**config.mk**
```make
export PLATFORM = sky130hd
export DESIGN_NAME = genesis_pad_emulator
export DESIGN_NICKNAME = d
export VERILOG_FILES = /design/src/rtl/genesis_pad_emulator.sv
export SDC_FILE = /design/constraint.sdc
export NUM_CORES = 1
export LEC_CHECK = 0
export CAP_MARGIN = 5
export CELL_PAD_IN_SITES_DETAIL_PLACEMENT = 1
export CELL_PAD_IN_SITES_GLOBAL_PLACEMENT = 2
export CORE_ASPECT_RATIO = 1.4
export CORE_UTILIZATION = 39
export CTS_BUF_LIST = sky130_fd_sc_hd__clkbuf_4
export DETAILED_ROUTE_END_ITERATION = 6
export PLACE_DENSITY = 0.95
export SLEW_MARGIN = 20
export SYNTH_ARGS = -nofsm -noshare
export SYNTH_HDL_FRONTEND = slang
export SYNTH_SLANG_ARGS = --single-unit
```
**constraint.sdc**
```tcl
create_clock -name clk -period 5.7 [get_ports clk]
set_clock_uncertainty 0.15 [all_clocks]
set_input_delay 0.57 -clock clk [delete_from_list [all_inputs] [get_ports clk]]
set_output_delay 0.57 -clock clk [all_outputs]
set_load 0.005 [all_outputs]
```
**src/rtl/genesis_pad_emulator.sv**
```systemverilog
// Device side of the Genesis DB-9 pad protocol: follows the console select line
// through the 3/6-button phase sequence and drives the six active-low data pins.
module genesis_pad_emulator #(
   parameter bit SIX_BUTTON     = 1'b1,
   parameter int TIMEOUT_CYCLES = 75000,
   parameter int SYNC_STAGES    = 2
) (
   input  logic        clk,
   input  logic        reset,
   input  logic [11:0] buttons,
   input  logic        select_in,
   output logic        pad_up_z,
   output logic        pad_down_y,
   output logic        pad_left_x,
   output logic        pad_right_mode,
   output logic        pad_a_b,
   output logic        pad_start_c,
   output logic [2:0]  phase
);

   localparam int TW = $clog2(TIMEOUT_CYCLES);
   localparam logic [TW-1:0] T_LAST = TW'(TIMEOUT_CYCLES - 1);

   logic [SYNC_STAGES-1:0] sync;
   logic                   sel, sel_d, evt, expire;
   logic [2:0]             p, p_next;
   logic [TW-1:0]          tcnt;
   logic [11:0]            snap, src;
   logic [5:0]             pins, pins_next;

   assign sel    = sync[SYNC_STAGES-1];
   assign evt    = sel ^ sel_d;
   assign expire = (tcnt == T_LAST);

   always_ff @(posedge clk) begin
      if (reset) begin
         sync  <= '1;
         sel_d <= 1'b1;
      end else begin
         sync  <= {sync[SYNC_STAGES-2:0], select_in};
         sel_d <= sel;
      end
   end

   // A select edge outranks a timeout landing in the same cycle.
   always_comb begin
      p_next = p;
      if (evt) begin
         if (SIX_BUTTON) p_next = p + 3'd1;
         else            p_next = sel ? 3'd0 : 3'd1;
      end else if (expire) begin
         p_next = sel ? 3'd0 : 3'd1;
      end
   end

   // Phases beyond 1 read the snapshot so a full 6-button read is coherent.
   always_comb begin
      src       = (p_next <= 3'd1) ? buttons : snap;
      pins_next = 6'h3F;
      case (p_next)
         3'd0, 3'd2, 3'd4: pins_next = ~{src[0], src[1], src[2], src[3], src[5], src[6]};
         3'd1, 3'd3:       pins_next = {~src[0], ~src[1], 2'b00, ~src[4], ~src[7]};
         3'd5:             pins_next = {4'b0000, ~src[4], ~src[7]};
         3'd6:             pins_next = ~{src[10], src[9], src[8], src[11], src[5], src[6]};
         default:          pins_next = {4'b1111, ~src[4], ~src[7]};
      endcase
   end

   always_ff @(posedge clk) begin
      if (reset) begin
         p    <= 3'd0;
         tcnt <= '0;
         snap <= '0;
         pins <= 6'h3F;
      end else begin
         p    <= p_next;
         tcnt <= (evt || expire) ? '0 : tcnt + TW'(1);
         if (evt && p == 3'd0 && p_next == 3'd1)
            snap <= buttons;
         pins <= pins_next;
      end
   end

   assign {pad_up_z, pad_down_y, pad_left_x, pad_right_mode, pad_a_b, pad_start_c} = pins;
   assign phase = p;

endmodule

```
After elaboration in Yosys (flattened, before gate mapping)

Index checks and enable logic that the tools add are counted.
W data, S select, Z words.

Add/sub/neg operators: 2
$lt $le $gt $ge: 1
Equality and inequality tests: 7
Muxes and demuxes: 5
Bitwise logic cells: 7
Reductions and logical operators: 8

Operators with widths:

| cell                    | count |
|---|---|
| $pmux W6 S4             | 1 |
| $add A17 B1 Y17 const B | 1 |
| $eq A17 B17 Y1 const B  | 1 |
| $mux W12                | 1 |
| $not A6 Y6              | 2 |
| $eq A3 B3 Y1 const B    | 3 |
| $eq A3 B2 Y1 const B    | 2 |
| $logic_not A3 Y1        | 2 |
| $mux W3                 | 2 |
| $not A1 Y1              | 4 |
| $reduce_or A2 Y1        | 2 |
| $add A3 B1 Y3 const B   | 1 |
| $eq A3 B1 Y1 const B    | 1 |
| $le A3 B1 Y1 const B    | 1 |
| $reduce_or A3 Y1        | 1 |
| $logic_and A1 B1 Y1     | 2 |
| $logic_or A1 B1 Y1      | 1 |
| $mux W1                 | 1 |
| $xor A1 B1 Y1           | 1 |

Flip-flop bits (word level): 41
Bits of input ports: 15
Output and inout port bits: 9
Word-level logic and storage cells: 36

Logic depth before layout (Yosys ltp)

Gate-level depths: netlist of the first run.

Depth in word-level cells: 7
Gate-level depth with buffers: 11
Gate-level depth less buffers: 8

Least setup slack after synthesis of the first run

Ideal clock, no wire load.

Path kind: register -> register
From: register p[0], in the netlist phase[0]
To: register pins[3]
Setup time: 0.120 ns
Arrival time: 2.176 ns
Required time: 5.430 ns
Path slack: 3.255 ns
Stages on the path, launching flop included: 11
Path buffers: 2
Cells stage by stage: dfxtp_1 -> clkbuf_1 -> inv_1 -> ha_1 -> clkbuf_1 -> nor3_1 -> mux2i_1 -> o31a_4 -> a21oi_1 -> o21a_1 -> a211o_1

Cells in the longest elaborated chain, start to end: 6
Elaborated cells between the ends (all ways): 17
Those cells by class: add/sub (1); order compare (1); eq/ne (6); mux (4); bitwise (2); reduce/logical (3)

Ends and longest elaborated chain:

| what                                            | RTL line | text |
|---|---|---|
| from (decl)                                     | 26       | `logic [2:0] p, p_next;` |
| from (signal assigned)                          | 76       | `p <= p_next;` |
| $add A3 B1 Y3 / $mux W3 (equally long branches) | 49, 51   |  |
| $mux W3 (*)                                     | 48       | `if (evt) begin` |
| $le A3 B1 Y1                                    | 58       | `src = (p_next <= 3'd1) ? buttons : snap;` |
| $mux W12                                        | 58       |  |
| $not A6 Y6 (on tied branches)                   | 64, 61   |  |
| $pmux W6 S4 (*)                                 | 60       | `case (p_next)` |
| to (signal assigned)                            | 80       | `pins <= pins_next;` |
| to (decl)                                       | 29       | `logic [5:0] pins, pins_next;` |

Mark *: on every way between the ends. The rest lies on a longest branch, timed or not.
A chain may end at the register's enable or synchronous reset.

Worst setup path after layout of the first run

From: register p[0], in the netlist phase[0]
To: register pins[0]

Cells in the longest elaborated chain, start to end: 6
Elaborated cells between the ends (all ways): 18
Those cells by class: add/sub (1); order compare (1); eq/ne (6); mux (4); bitwise (3); reduce/logical (3)

Ends and longest elaborated chain:

| what                                            | RTL line |
|---|---|
| $add A3 B1 Y3 / $mux W3 (equally long branches) | 49, 51 |
| $mux W3 (*)                                     | 48 |
| $le A3 B1 Y1                                    | 58 |
| $mux W12                                        | 58 |
| $not A1 Y1 (tied with other cells)              | 62, 63, 65 |
| $pmux W6 S4 (*)                                 | 60 |

Marks and branches as above.

==> results of run 1 <==
## cells in the mapped netlist (3+ instances only)
cell and number:
xnor2_1 9, a31oi_1 3, nand3_1 8, nor3_1 5, xor2_1 8, clkbuf_1 5
ha_1 3, inv_1 5, nand4_1 5, buf_6 3, nand2_1 9, mux2_2 3
dfxtp_1 41, nor2_1 37, or2_2 3, mux2i_1 16, and3_1 3, a21oi_1 5
## metrics by stage
stage	power (mW)	setup WS (ps)
after detailed placement	0.390	2960
after global routing	0.541	2960
final	0.513	3200
after floorplan	0.361	3250
after global placement	0.387	3040
after CTS	0.523	3180
## layer usage
layer  wire (um)  up-vias  track usage, %
met5           0        -               0
met4          95        0            7.40
met3         105       10            3.14
met2        2260       23            31.7
met1        1800      726            18.3
li1            -      759               -
## worst register-to-register path: stages, from the launching register on
cell and delay (ps):
dfxtp_1 590, inv_1 120, ha_1 480, nor3_1 80, mux2i_1 170, o31a_4 260
nand2_8 90, mux2_4 320, a22oi_2 180
## final cells by class
cell class / instances / area share, %
multi-input combinational: 153 / 48.3
sequential: 41 / 35.6
timing repair buffer: 23 / 9.97
tap: 64 / 3.47
clock buffer: 5 / 1.63
inverter: 5 / 0.813
clock inverter: 1 / 0.217
## power by group
part           total (mW)  internal, mW  switching (mW)  leakage, nW
logic              0.0759        0.0407          0.0352        0.487
registers           0.306         0.298         0.00835        0.334
clock network       0.131        0.0429          0.0880       0.0269
total               0.513         0.382           0.131        0.848
## final timing paths
check | start | endpoint | slack [ps] | cells after the start
worst min register to register | sync[0] | sync[1] | 290 | 1
worst min-delay path | sync[0] | sync[1] | 290 | 1
worst max-delay path | phase[0] | pins[0] | 3200 | 8
worst max register to register | phase[0] | pins[0] | 3200 | 8
## registers in the layout (all words and copies together) (netlist names)
signal	cells
phase	3
pins	6
sel_d	1
snap	12
sync	2
tcnt	17
## cells by family after synthesis
family / synth area share (%)
fa+ha+maj: 1.85
mux: 10.3
flops: 40.5
simple gates: 24.1
buf+inv: 4.50
xor+xnor: 9.50
compound gates: 9.25
==> results.cfg, run 1 <==
[floorplanning]
placementRows = 30
die_h_um = 87.3
start_util_pct = 41.2
core_area_um2 = 4920
pin_count = 24
die_area_um2 = 5500
fp.dieW_um = 62.9

[clock_tree]
cts_tree = built
hold_buffers = 0
cts_sinks = 41
clock_tree.root_cell = clkbuf_4
cts_max_level = 2
cts-resized-gates = 0
clk_latency_ps = 340
cts_buffers = 5
post_cts_buffers = 0
clock_path_buffers = 2
clk_pin_slew_ps = 110

[cells_and_area]
mostFrequentLayoutCell = dfxtp_1
multi_input_area_um2 = 1120
antennaDiodeCount = 0
design_area_um2 = 2310
most-common-layout-cells = dfxtp_1 (41), nor2_1 (37), clkdlybuf4s50_1 (23), mux2i_1 (16)
fillers = 590
seqCellArea_um2 = 821
final_nets = 247
final_util_pct = 46.9
finalNonFillerCells = 292
syn_to_final_growth_pct = 13.8
drive_gt1_share_pct = 10.5

[route]
drc = 0
vias_per_cell = 5.20
postRouteAntennaNets = 0
first_iter_violations = 65
vias = 1518
wirelength_um = 4260
first_pass_iters = 4
post_drt_wl_per_cell_um = 14.6

[setup_path]
cp-end-kind = flip-flop
crit_fanout = 12
max_stage_delay_ps = 590
required_ps = 5820
start_kind = flip-flop
worstPathArrival_ps = 2620
worst_path_max_delay_cell = dfxtp_1
crit_type = reg2reg
path_delay_family = flip-flops
cp_cell_sequence = inv_1 > ha_1 > nor3_1 > mux2i_1 > o31a_4 > nand2_8 > mux2_4 > a22oi_2
worst-path-buf-inv = 1

[outcome]
status = finished, final reports clean

[sta]
final_max_slew_viol_count = 0
hold_viol = 0
setup_viol = 0
setup-tns-final_ps = 0
whs_ps = 290
post-route-period-util_pct = 43.9
fmax_mhz = 399
slew_headroom_pct = 45.1
rsz0062_at_grt = false
worst_slew_pin_slew_ps = 821
period_minus_slack_ps = 2500

[placed_design]
numPortBuffers = 23
placed_cells = 286
globalplace.congestion = 0.734
hpwlAfterDp_um = 3230
dpl-instance-area_um2 = 2270

[global_route]
antenna_found_initial = 0
grt_max_degree = 25
overflow = 0
grt_usage_pct = 16.9
grt_pass1_vias = 1591
grt_first_pass_wirelength_um = 7270

[logic_synthesis]
synth_top_cell_area_share_pct = 40.5
yosysWarningCount = 0
yosysUniqueCellTypes = 49
synth_top_area_cell = dfxtp_1
synth-seq-cells = 41
syn_avg_cell_area_um2 = 9.75
syn_nets = 226
synth_edf_count = 0
synthCells = 208
synthArstFlopShare_pct = 0
yosysSeqAreaShare_pct = 40.5
ys.flop_type = dfxtp_1
syn_area_um2 = 2030
synth_area_leaders = dfxtp_1 (40%), mux2i_1 (7.9%), nor2_1 (6.8%), xnor2_1 (3.9%), xor2_1 (3.5%)

[run]
maxCapViolations = 0

[power]
p_leak_nw = 0.848
max-vdd-ir-drop_mv = 0.125
powerDensity_nw_per_um2 = 222

[worst_hold_path]
hold_class = reg2reg
Note: power is estimated with default switching activity, not from simulation.
==> run 2, diff against run 1 <==
Settings changed: CORE_UTILIZATION 39 to 36, PLACE_DENSITY 0.95 to 0.92.
Clock period 5.7 ns to 2.6 ns, I/O delays scaled along.
==> results.cfg, run 2 (synthesis gave the netlist of run 1 again) <==
[setup_path]
crit_type = reg2reg
required_ps = 2730
start_kind = flip-flop
cp-end-kind = flip-flop
worstPathArrival_ps = 2420
crit_fanout = 9

[clock_tree]
cts_buffers = 5
hold_buffers = 0
clock_tree.root_cell = clkbuf_4
cts_tree = built
post_cts_buffers = 0
clock_path_buffers = 2
cts_sinks = 41
cts_max_level = 2
clk_latency_ps = 360
clk_pin_slew_ps = 120
cts-resized-gates = 0

[floorplanning]
placementRows = 32
pin_count = 24
core_area_um2 = 5490
die_h_um = 90.8
start_util_pct = 37.0
fp.dieW_um = 65.4
die_area_um2 = 5940

[cells_and_area]
final_nets = 250
drive_gt1_share_pct = 12.4
regMostFlops = tcnt
syn_to_final_growth_pct = 18.1
largest_reg_flops = 17
mostFrequentLayoutCell = dfxtp_1
reg.largest.list = tcnt: 17 flops, snap: 12 flops, pins: 6 flops
most-common-layout-cells = dfxtp_1 (41), nor2_1 (37), clkdlybuf4s50_1 (23), mux2i_1 (16)
antennaDiodeCount = 0

[route]
vias_per_cell = 5.09
post_drt_wl_per_cell_um = 14.3
first_pass_iters = 6
vias = 1532
drc = 2
wirelength_um = 4300
first_iter_violations = 47
postRouteAntennaNets = 0

[global_route]
grt_pass1_vias = 1499
antenna_found_initial = 0
grt_usage_pct = 15.9
grt_first_pass_wirelength_um = 7310
overflow = 0
grt_max_degree = 24

[sta]
post-route-period-util_pct = 87.8
fmax_mhz = 438
hold_viol = 0
rsz0062_at_grt = false
slew_headroom_pct = 54.1
period_minus_slack_ps = 2280
setup-tns-final_ps = 0
setup_viol = 0
whs_ps = 281
final_max_slew_viol_count = 0
worst_slew_pin_slew_ps = 687

[power]
powerDensity_nw_per_um2 = 567
max-vdd-ir-drop_mv = 0.302
p_leak_nw = 0.891

[outcome]
violations = design-rule violations
status = complete, but fails checks

[placed_design]
globalplace.congestion = 0.788
hpwlAfterDp_um = 3120
numPortBuffers = 23

[run]
maxCapViolations = 0

[worst_hold_path]
hold_class = reg2reg
==> run 2: cell count changes in the layout (fill, tap and decap cells not counted), sizes merged <==
cell / before / now
buf: 0 / 3
bufinv: 0 / 2
==> run 2: per-layer routing <==
metal | vias to the layer above | GRT usage (%) | wire [um] | share of wire (%)
met5 | - | 0 | 0 | 0
met4 | 0 | 6.34 | 82 | 1.9
met3 | 6 | 2.65 | 88 | 2.0
met2 | 20 | 25.6 | 2180 | 51
met1 | 736 | 20.8 | 1940 | 45
li1 | 770 | - | - | -
==> run 2: worst paths after layout <==
path	endpoint	cells past startpoint	startpoint	slack, ps
setup / recovery	pins[0]	7	tcnt[0]	320
hold / removal	sync[1]	1	sync[0]	280
setup reg to reg	pins[0]	7	tcnt[0]	320
hold reg to reg	sync[1]	1	sync[0]	280
==> run 2: cell type report <==
class	count	area (um2)
multi-input combinational	153	1120
clock inverter	3	65.1
timing repair buffer	26	253
fill	634	3090
clock buffer	5	37.5
sequential	41	821
inverter	5	18.8
tap	68	85.1
==> run 2: stage by stage <==
step	instances	cell area (um2)	setup slack [ps]	power, mW	util, %
global placement	293	2290	366	0.853	41.8
CTS	301	2400	310	1.38	43.7
detailed placement	293	2290	340	0.857	41.8
global route	301	2400	202	1.42	43.7
finish	301	2400	317	1.36	43.7
floorplan	208	2030	155	0.792	-
==> run 2: worst max-delay path, cell delays in order, from the launching register on <==
cell and delay [ps]:
dfxtp_1 370, ha_1 210, and4bb_1 250, nand4_4 170, or2_0 400, nand2_8 170, mux2_4 310, a22oi_2 180
==> run 2: where the power goes <==
part / switching (mW) / leakage [nW] / internal (mW)
sequential: 0.0147 / 0.334 / 0.653
combinational: 0.0815 / 0.502 / 0.0922
clock: 0.218 / 0.0552 / 0.298
